--- config.mk ---
export PLATFORM = sky130hd
export DESIGN_NAME = sine_phase_sequencer_flat
export DESIGN_NICKNAME = d
export VERILOG_FILES = /design/src/rtl/sine_phase_sequencer_pkg.sv /design/src/rtl/sine_phase_sequencer_if.sv /design/src/rtl/sine_phase_sequencer_acc.sv /design/src/rtl/sine_phase_sequencer.sv /design/src/flat_wrapper.sv
export SDC_FILE = /design/constraint.sdc
export NUM_CORES = 1
export LEC_CHECK = 0
export ABC_CLOCK_PERIOD_IN_PS = 5900
export CAP_MARGIN = 10
export CORE_MARGIN = 5
export CORE_UTILIZATION = 59
export CTS_CLUSTER_SIZE = 25
export DETAILED_ROUTE_END_ITERATION = 10
export PLACE_DENSITY = 0.95
export SKIP_CTS_REPAIR_TIMING = 1
export SYNTH_ARGS = -nofsm -noshare
export SYNTH_HDL_FRONTEND = slang
export SYNTH_SLANG_ARGS = --single-unit
export TNS_END_PERCENT = 5
--- constraint.sdc ---
create_clock -name clk -period 5.9 [get_ports clk]
set_input_delay 1.18 -clock clk [delete_from_list [all_inputs] [get_ports clk]]
set_output_delay 1.18 -clock clk [all_outputs]
set_load 0.02 [all_outputs]
--- src/rtl/sine_phase_sequencer_pkg.sv ---
// Shared sizing defaults, phase offsets and FSM state encoding for the
// three-phase sine sequencer.
package sine_seq_pkg;

  localparam int DEF_ACC_W  = 24;
  localparam int DEF_ADDR_W = 16;
  localparam int DEF_DATA_W = 8;

  // 120 and 240 degrees expressed as fractions of a 16-bit phase circle.
  localparam logic [15:0] PHASE_120 = 16'h5555;
  localparam logic [15:0] PHASE_240 = 16'hAAAB;

  typedef enum logic [2:0] {
    IDLE    = 3'd0,
    FETCH_U = 3'd1,
    FETCH_V = 3'd2,
    FETCH_W = 3'd3,
    DONE    = 3'd4
  } seq_state_e;

endpackage

--- src/rtl/sine_phase_sequencer_if.sv ---
// Control, table and duty signals of the sequencer, bundled as one bus.
// The master side is the parent (tick source and sine table owner).
interface sine_phase_sequencer_if
  import sine_seq_pkg::*;
#(
  parameter int ACC_W  = DEF_ACC_W,
  parameter int ADDR_W = DEF_ADDR_W,
  parameter int DATA_W = DEF_DATA_W
);

  logic              enable;
  logic              sample_tick;
  logic [ACC_W-1:0]  freq_word;
  logic [ADDR_W-1:0] rom_addr;
  logic [DATA_W-1:0] rom_data;
  logic [DATA_W-1:0] duty_u;
  logic [DATA_W-1:0] duty_v;
  logic [DATA_W-1:0] duty_w;
  logic              samples_valid;
  logic              busy;
  logic              overrun;

  modport master (
    output enable, sample_tick, freq_word, rom_data,
    input  rom_addr, duty_u, duty_v, duty_w, samples_valid, busy, overrun
  );

  modport slave (
    input  enable, sample_tick, freq_word, rom_data,
    output rom_addr, duty_u, duty_v, duty_w, samples_valid, busy, overrun
  );

endinterface

--- src/rtl/sine_phase_sequencer_acc.sv ---
// Phase accumulator: adds the increment on load and exposes both the
// current phase and the phase the next load would produce.
module sine_phase_acc
  import sine_seq_pkg::*;
#(
  parameter int ACC_W  = DEF_ACC_W,
  parameter int ADDR_W = DEF_ADDR_W
) (
  input  logic              clk,
  input  logic              reset,
  input  logic              i_load,
  input  logic [ACC_W-1:0]  i_incr,
  output logic [ADDR_W-1:0] o_phase,
  output logic [ADDR_W-1:0] o_phase_next
);

  logic [ACC_W-1:0] r_acc;
  logic [ACC_W-1:0] w_acc_sum;

  // Wraps silently modulo 2^ACC_W.
  assign w_acc_sum = r_acc + i_incr;

  // Accumulator register, advanced only when a sequence is accepted.
  always_ff @(posedge clk or posedge reset) begin
    if (reset) begin
      r_acc <= '0;
    end else if (i_load) begin
      r_acc <= w_acc_sum;
    end else begin
      r_acc <= r_acc;
    end
  end

  assign o_phase      = r_acc[ACC_W-1 -: ADDR_W];
  assign o_phase_next = w_acc_sum[ACC_W-1 -: ADDR_W];

endmodule

--- src/rtl/sine_phase_sequencer.sv ---
// Three-phase sine sequencer: on each accepted tick it advances the phase
// accumulator and reads the shared sine table at 0, 120 and 240 degrees,
// then presents all three samples together for one valid cycle.
module sine_phase_sequencer
  import sine_seq_pkg::*;
#(
  parameter int ACC_W  = DEF_ACC_W,
  parameter int ADDR_W = DEF_ADDR_W,
  parameter int DATA_W = DEF_DATA_W
) (
  input  logic                   clk,
  input  logic                   reset,
  sine_phase_sequencer_if.slave  sif
);

  seq_state_e        r_state;
  seq_state_e        w_state_next;
  logic              w_acc_load;
  logic [ADDR_W-1:0] w_addr_next;
  logic              w_cap_u;
  logic              w_cap_v;
  logic              w_commit;
  logic              w_valid_next;
  logic              w_overrun_set;
  logic [ADDR_W-1:0] w_phase;
  logic [ADDR_W-1:0] w_phase_next;

  logic [ADDR_W-1:0] r_rom_addr;
  logic [DATA_W-1:0] r_shadow_u;
  logic [DATA_W-1:0] r_shadow_v;
  logic [DATA_W-1:0] r_duty_u;
  logic [DATA_W-1:0] r_duty_v;
  logic [DATA_W-1:0] r_duty_w;
  logic              r_samples_valid;
  logic              r_busy;
  logic              r_overrun;

  sine_phase_acc #(
    .ACC_W  (ACC_W),
    .ADDR_W (ADDR_W)
  ) u_acc (
    .clk          (clk),
    .reset        (reset),
    .i_load       (w_acc_load),
    .i_incr       (sif.freq_word),
    .o_phase      (w_phase),
    .o_phase_next (w_phase_next)
  );

  // FSM state register.
  always_ff @(posedge clk or posedge reset) begin
    if (reset) begin
      r_state <= IDLE;
    end else begin
      r_state <= w_state_next;
    end
  end

  // Next-state and per-state datapath controls.
  always_comb begin
    w_state_next = r_state;
    w_acc_load   = 1'b0;
    w_addr_next  = r_rom_addr;
    w_cap_u      = 1'b0;
    w_cap_v      = 1'b0;
    w_commit     = 1'b0;
    w_valid_next = 1'b0;
    case (r_state)
      IDLE: begin
        if (sif.enable && sif.sample_tick) begin
          w_acc_load   = 1'b1;
          w_addr_next  = w_phase_next;
          w_state_next = FETCH_U;
        end else begin
          w_state_next = IDLE;
        end
      end
      FETCH_U: begin
        w_cap_u      = 1'b1;
        w_addr_next  = w_phase + ADDR_W'(PHASE_120);
        w_state_next = FETCH_V;
      end
      FETCH_V: begin
        w_cap_v      = 1'b1;
        w_addr_next  = w_phase + ADDR_W'(PHASE_240);
        w_state_next = FETCH_W;
      end
      FETCH_W: begin
        w_commit     = 1'b1;
        w_valid_next = 1'b1;
        w_state_next = DONE;
      end
      DONE: begin
        w_state_next = IDLE;
      end
      default: begin
        w_state_next = IDLE;
      end
    endcase
  end

  // Any tick outside IDLE is dropped and flagged, whatever enable says.
  assign w_overrun_set = sif.sample_tick && (r_state != IDLE);

  // Table address, shadow captures and simultaneous duty update.
  always_ff @(posedge clk or posedge reset) begin
    if (reset) begin
      r_rom_addr <= '0;
      r_shadow_u <= '0;
      r_shadow_v <= '0;
      r_duty_u   <= '0;
      r_duty_v   <= '0;
      r_duty_w   <= '0;
    end else begin
      r_rom_addr <= w_addr_next;
      if (w_cap_u) begin
        r_shadow_u <= sif.rom_data;
      end
      if (w_cap_v) begin
        r_shadow_v <= sif.rom_data;
      end
      if (w_commit) begin
        r_duty_u <= r_shadow_u;
        r_duty_v <= r_shadow_v;
        r_duty_w <= sif.rom_data;
      end
    end
  end

  // Registered status: valid pulse in DONE, busy outside IDLE, sticky overrun.
  always_ff @(posedge clk or posedge reset) begin
    if (reset) begin
      r_samples_valid <= 1'b0;
      r_busy          <= 1'b0;
      r_overrun       <= 1'b0;
    end else begin
      r_samples_valid <= w_valid_next;
      r_busy          <= (w_state_next != IDLE);
      r_overrun       <= r_overrun | w_overrun_set;
    end
  end

  assign sif.rom_addr      = r_rom_addr;
  assign sif.duty_u        = r_duty_u;
  assign sif.duty_v        = r_duty_v;
  assign sif.duty_w        = r_duty_w;
  assign sif.samples_valid = r_samples_valid;
  assign sif.busy          = r_busy;
  assign sif.overrun       = r_overrun;

endmodule

--- src/flat_wrapper.sv ---
// flat-port wrapper written by rule: the top's interface ports become plain ports
module sine_phase_sequencer_flat import sine_seq_pkg::*;
#(
  parameter int ACC_W  = DEF_ACC_W,
  parameter int ADDR_W = DEF_ADDR_W,
  parameter int DATA_W = DEF_DATA_W
)
  (clk, reset, sif_enable, sif_sample_tick, sif_freq_word, sif_rom_data, sif_rom_addr, sif_duty_u, sif_duty_v, sif_duty_w, sif_samples_valid, sif_busy, sif_overrun);
  sine_phase_sequencer_if #(.ACC_W(ACC_W), .ADDR_W(ADDR_W), .DATA_W(DATA_W)) sif_i ();
  input  logic clk;
  input  logic reset;
  input wire logic [$bits(sif_i.enable)-1:0] sif_enable;
  input wire logic [$bits(sif_i.sample_tick)-1:0] sif_sample_tick;
  input wire logic [$bits(sif_i.freq_word)-1:0] sif_freq_word;
  input wire logic [$bits(sif_i.rom_data)-1:0] sif_rom_data;
  output wire logic [$bits(sif_i.rom_addr)-1:0] sif_rom_addr;
  output wire logic [$bits(sif_i.duty_u)-1:0] sif_duty_u;
  output wire logic [$bits(sif_i.duty_v)-1:0] sif_duty_v;
  output wire logic [$bits(sif_i.duty_w)-1:0] sif_duty_w;
  output wire logic [$bits(sif_i.samples_valid)-1:0] sif_samples_valid;
  output wire logic [$bits(sif_i.busy)-1:0] sif_busy;
  output wire logic [$bits(sif_i.overrun)-1:0] sif_overrun;
  assign sif_i.enable = sif_enable;
  assign sif_i.sample_tick = sif_sample_tick;
  assign sif_i.freq_word = sif_freq_word;
  assign sif_i.rom_data = sif_rom_data;
  assign sif_rom_addr = sif_i.rom_addr;
  assign sif_duty_u = sif_i.duty_u;
  assign sif_duty_v = sif_i.duty_v;
  assign sif_duty_w = sif_i.duty_w;
  assign sif_samples_valid = sif_i.samples_valid;
  assign sif_busy = sif_i.busy;
  assign sif_overrun = sif_i.overrun;
  sine_phase_sequencer #(.ACC_W(ACC_W), .ADDR_W(ADDR_W), .DATA_W(DATA_W)) u_core (.clk(clk), .reset(reset), .sif(sif_i));
endmodule
==> flow_metrics.env <==
export IMPL_grt_antenna_before_repair=0
export IMPL_wl_mm=12.3
export IMPL_antennaDiodeCount=0
export IMPL_ctsHtreeMaxLevel=3
export IMPL_end_kind="register"
export IMPL_r2r_end="u_core.sif.rom_addr[14]$_DFFE_PP0P_"
export IMPL_syn_area_um2=4990
export IMPL_post_route_util_pct=73.9
export IMPL_period_needed_ns=3.84
export IMPL_clock_sinks=86
export IMPL_rsz0062_at_grt="false"
export IMPL_total_leakage_power_nw=2.76
export IMPL_finalMaxSlewViolations=0
export IMPL_syn_nets=539
export IMPL_critical_path_cell_chain="nor2b_1 -> nand2b_1 -> inv_2 -> fa_1 -> a21oi_1 -> o21ai_1 -> a21oi_1 -> o21bai_1 -> a21oi_1 -> o21ai_1 -> o41a_1 -> xnor2_1 -> a22oi_1"
export IMPL_clock_fmax_mhz=260
export IMPL_r2r_start="u_core.r_state[1]$_DFF_PP0_"
export IMPL_p_per_area_nw_per_um2=671
export IMPL_ys_warnings_count=0
export IMPL_postSynthCellCount=464
export IMPL_maxSlewHeadroom_pct=48.1
export IMPL_synth_top_cell_by_area="dfrtp_1"
export IMPL_grt_pass1_vias=4298
export IMPL_dp_hpwl_mm=8.90
export IMPL_synth_cell_types=54
export IMPL_synth_top_area_share_pct=43.1
export IMPL_cap_viol_max_count=0
export IMPL_finalCritPeriodShare_pct=65.1
export IMPL_gp_congestion=0.974
export IMPL_antenna_left=0
export IMPL_ff2ff_path_depth=13
export IMPL_holdPathEnd="u_core.u_acc.r_acc[0]$_DFFE_PP0P_"
export IMPL_hold_viol_final=0
export IMPL_io_buffer_count=78
export IMPL_dp_cells=639
export IMPL_synth_most_common_cell="dfrtp_1"
export IMPL_drc=0
export IMPL_die_w_um=102
export IMPL_cts_tree="done"
export IMPL_path_class="register to register"
export IMPL_ios=79
export IMPL_clk_pin_slew_ns=0.10
export IMPL_syn_area_per_cell_um2=10.8
export IMPL_crit_path_top_delay_cell="fa_1"
export IMPL_drt_pass1_iterations=5
export IMPL_crit_buf_inv=1
export IMPL_grt_pass1_wl_mm=20.8
export IMPL_nFillCells=555
export IMPL_start_util_pct=60.8
export IMPL_synth_seq_cells=86
export IMPL_grt_overflow=0
export IMPL_timing_critical_path_fanout_max=15
export IMPL_cp_arrival_ns=4.12
export IMPL_async_flop_share_pct=100
export IMPL_critPathMaxStageDelay_ns=0.50
export IMPL_cts_buffers=9
export IMPL_cp_top_family="compound AO/OA/AOI/OAI gates"
export IMPL_totalNegativeSetupSlack_ns=0
export IMPL_startpoint_type="register"
export IMPL_max_slew_worst_pin_slew_ns=0.779
export IMPL_grt_use_total_pct=25.5
export IMPL_drtIter0Drc=220
export IMPL_wire_per_inst_um=18.8
export IMPL_ys_flop_type="dfrtp_1"
export IMPL_fp_dieH_um=102
export IMPL_cts_root_buffer="clkbuf_8"
export IMPL_hold_depth=2
export IMPL_num_vias=3963
export IMPL_grt_max_degree=61
export IMPL_design_core_area_um2=8220
export IMPL_hp_class="register to register"
export IMPL_cp_common_cell="a21oi_1"
export IMPL_synth_commonest_cells="dfrtp_1 (86), nand2_1 (65), mux2_2 (41), ha_1 (37), xnor2_1 (28)"
export IMPL_setup_viol=0
export IMPL_worstSkewPairLatency_ns=0.37
export IMPL_syn_to_final_growth_pct=21.5
export IMPL_status="finished, final reports clean"
export IMPL_worst_clock_skew_ns=0.0193
export IMPL_yosysSeqAreaShare_pct=43.1
export IMPL_max_vdd_ir_drop_v=0.000348
export IMPL_finalNetCount=621
export IMPL_critical_path_required_ns=6.18
export IMPL_via_per_inst=6.04
export IMPL_final_cells=656
export IMPL_holdCritStartpoint="u_core.u_acc.r_acc[0]$_DFFE_PP0P_"
export IMPL_cts_max_path_buffers=2
export IMPL_row_count=33
export IMPL_ff2ff_setup_slack_ns=2.06
export IMPL_layout_drive_gt1_share_pct=14.3
export IMPL_dieArea_um2=10400
export IMPL_synth_enable_flop_cells=0
export IMPL_synth_top_cells_by_area="dfrtp_1 (43%), ha_1 (9.3%), mux2_2 (9.2%), xnor2_1 (4.9%), nand2_1 (4.9%)"
-- final cells by class --
cell class	count	area (um2)	area share, %
multi-input cells	350	2710	44.6
flip-flops and latches	86	2150	35.5
repair buffers	83	818	13.5
well taps	105	131	2.16
clock buffers	9	124	2.04
clock inverters	7	75.1	1.24
inverters	16	61.3	1.01
-- worst max path at each step --
stage | start | endpoint | depth (start not counted)
floorplan | reset | u_core.r_shadow_u[0]$_DFFE_PP0P_ | 1
global placement | sif_freq_word[0] | u_core.sif.rom_addr[12]$_DFFE_PP0P_ | 12
detailed placement | sif_freq_word[0] | u_core.sif.rom_addr[12]$_DFFE_PP0P_ | 12
CTS | u_core.r_state[1]$_DFF_PP0_ | u_core.sif.rom_addr[14]$_DFFE_PP0P_ | 13
global route | u_core.r_state[1]$_DFF_PP0_ | u_core.sif.rom_addr[14]$_DFFE_PP0P_ | 13
finish | u_core.r_state[1]$_DFF_PP0_ | u_core.sif.rom_addr[14]$_DFFE_PP0P_ | 13
-- sequential cells by signal (all words and copies together), names as in the netlist, 3 cells and up --
name,flops
u_core.r_shadow_u,8
u_core.u_acc.r_acc,24
u_core.sif.duty_v,8
u_core.sif.rom_addr,16
u_core.sif.duty_u,8
u_core.sif.duty_w,8
u_core.r_state,3
u_core.r_shadow_v,8
-- worst register-to-register path, delay by kind of cell, from the launching register on --
family,cells,cell delay [ns]
and+or+nand+nor,2,0.63
buffers and inverters,1,0.35
DFF,1,0.43
adders and majority gates,1,0.50
xor gates and xnor gates,1,0.14
AOI/OAI and AO/OA,8,1.71
-- placed cells by master (no fill, tap or decap), types with 2 or more instances in the layout --
cell              n
dfrtp_1          86
clkdlybuf4s50_1  78
nand2_1          65
mux2_2           41
ha_1             37
xnor2_1          28
a21oi_1          27
a21o_1           16
o21ai_0          15
inv_1            13
nor2_1           13
o21bai_1         10
a22oi_1           9
clkbuf_8          9
nor3_1            8
xor2_1            8
o21a_1            7
o21ai_1           6
and3_1            5
nand3_1           5
a21oi_2           5
buf_4             5
nor2b_1           4
nand2b_1          4
a221o_1           4
inv_8             3
inv_2             2
o31ai_1           2
a31oi_1           2
a211oi_1          2
nand4_1           2
o41a_1            2
fa_1              2
-- metal layers --
| layer | vias up | wire length [um] | track usage, % |
|---|---|---|---|
| li1 | 1836 | - | - |
| met1 | 1972 | 4880 | 31.7 |
| met2 | 135 | 6180 | 43.5 |
| met3 | 20 | 1030 | 6.01 |
| met4 | 0 | 226 | 8.88 |
| met5 | - | 0 | 0 |
-- per-stage QoR --
stage	hold slack (ns)	total power (W)	instance area (um2)	setup slack, ns
floorplan	0.450	0.00287	4990	2.50
global placement	0.465	0.00347	5860	2.05
detailed placement	0.476	0.00361	5860	2.03
CTS	0.500	0.00406	6060	2.08
global route	0.534	0.00437	6070	1.81
finish	0.494	0.00407	6070	2.06
-- power breakdown --
group | switching (W) | internal, W | leakage, nW
registers | 0.000201 | 0.000892 | 1.03
logic | 0.00136 | 0.00119 | 1.63
clock network | 0.000255 | 0.000168 | 0.0985
total | 0.00182 | 0.00225 | 2.76
-- kinds of logic (layout without fill, tap and decap cells) --
group / after synthesis / in the layout / synth area share [%]
AOI/OAI and AO/OA: 120 / 120 / 17.8
xor gates and xnor gates: 37 / 37 / 6.64
adders and majority gates: 39 / 39 / 10.1
buffers and inverters: 28 / 115 / 2.71
DFF: 86 / 86 / 43.1
muxes: 42 / 42 / 9.44
and+or+nand+nor: 112 / 112 / 10.2
Power figures use the tool's default switching activity.
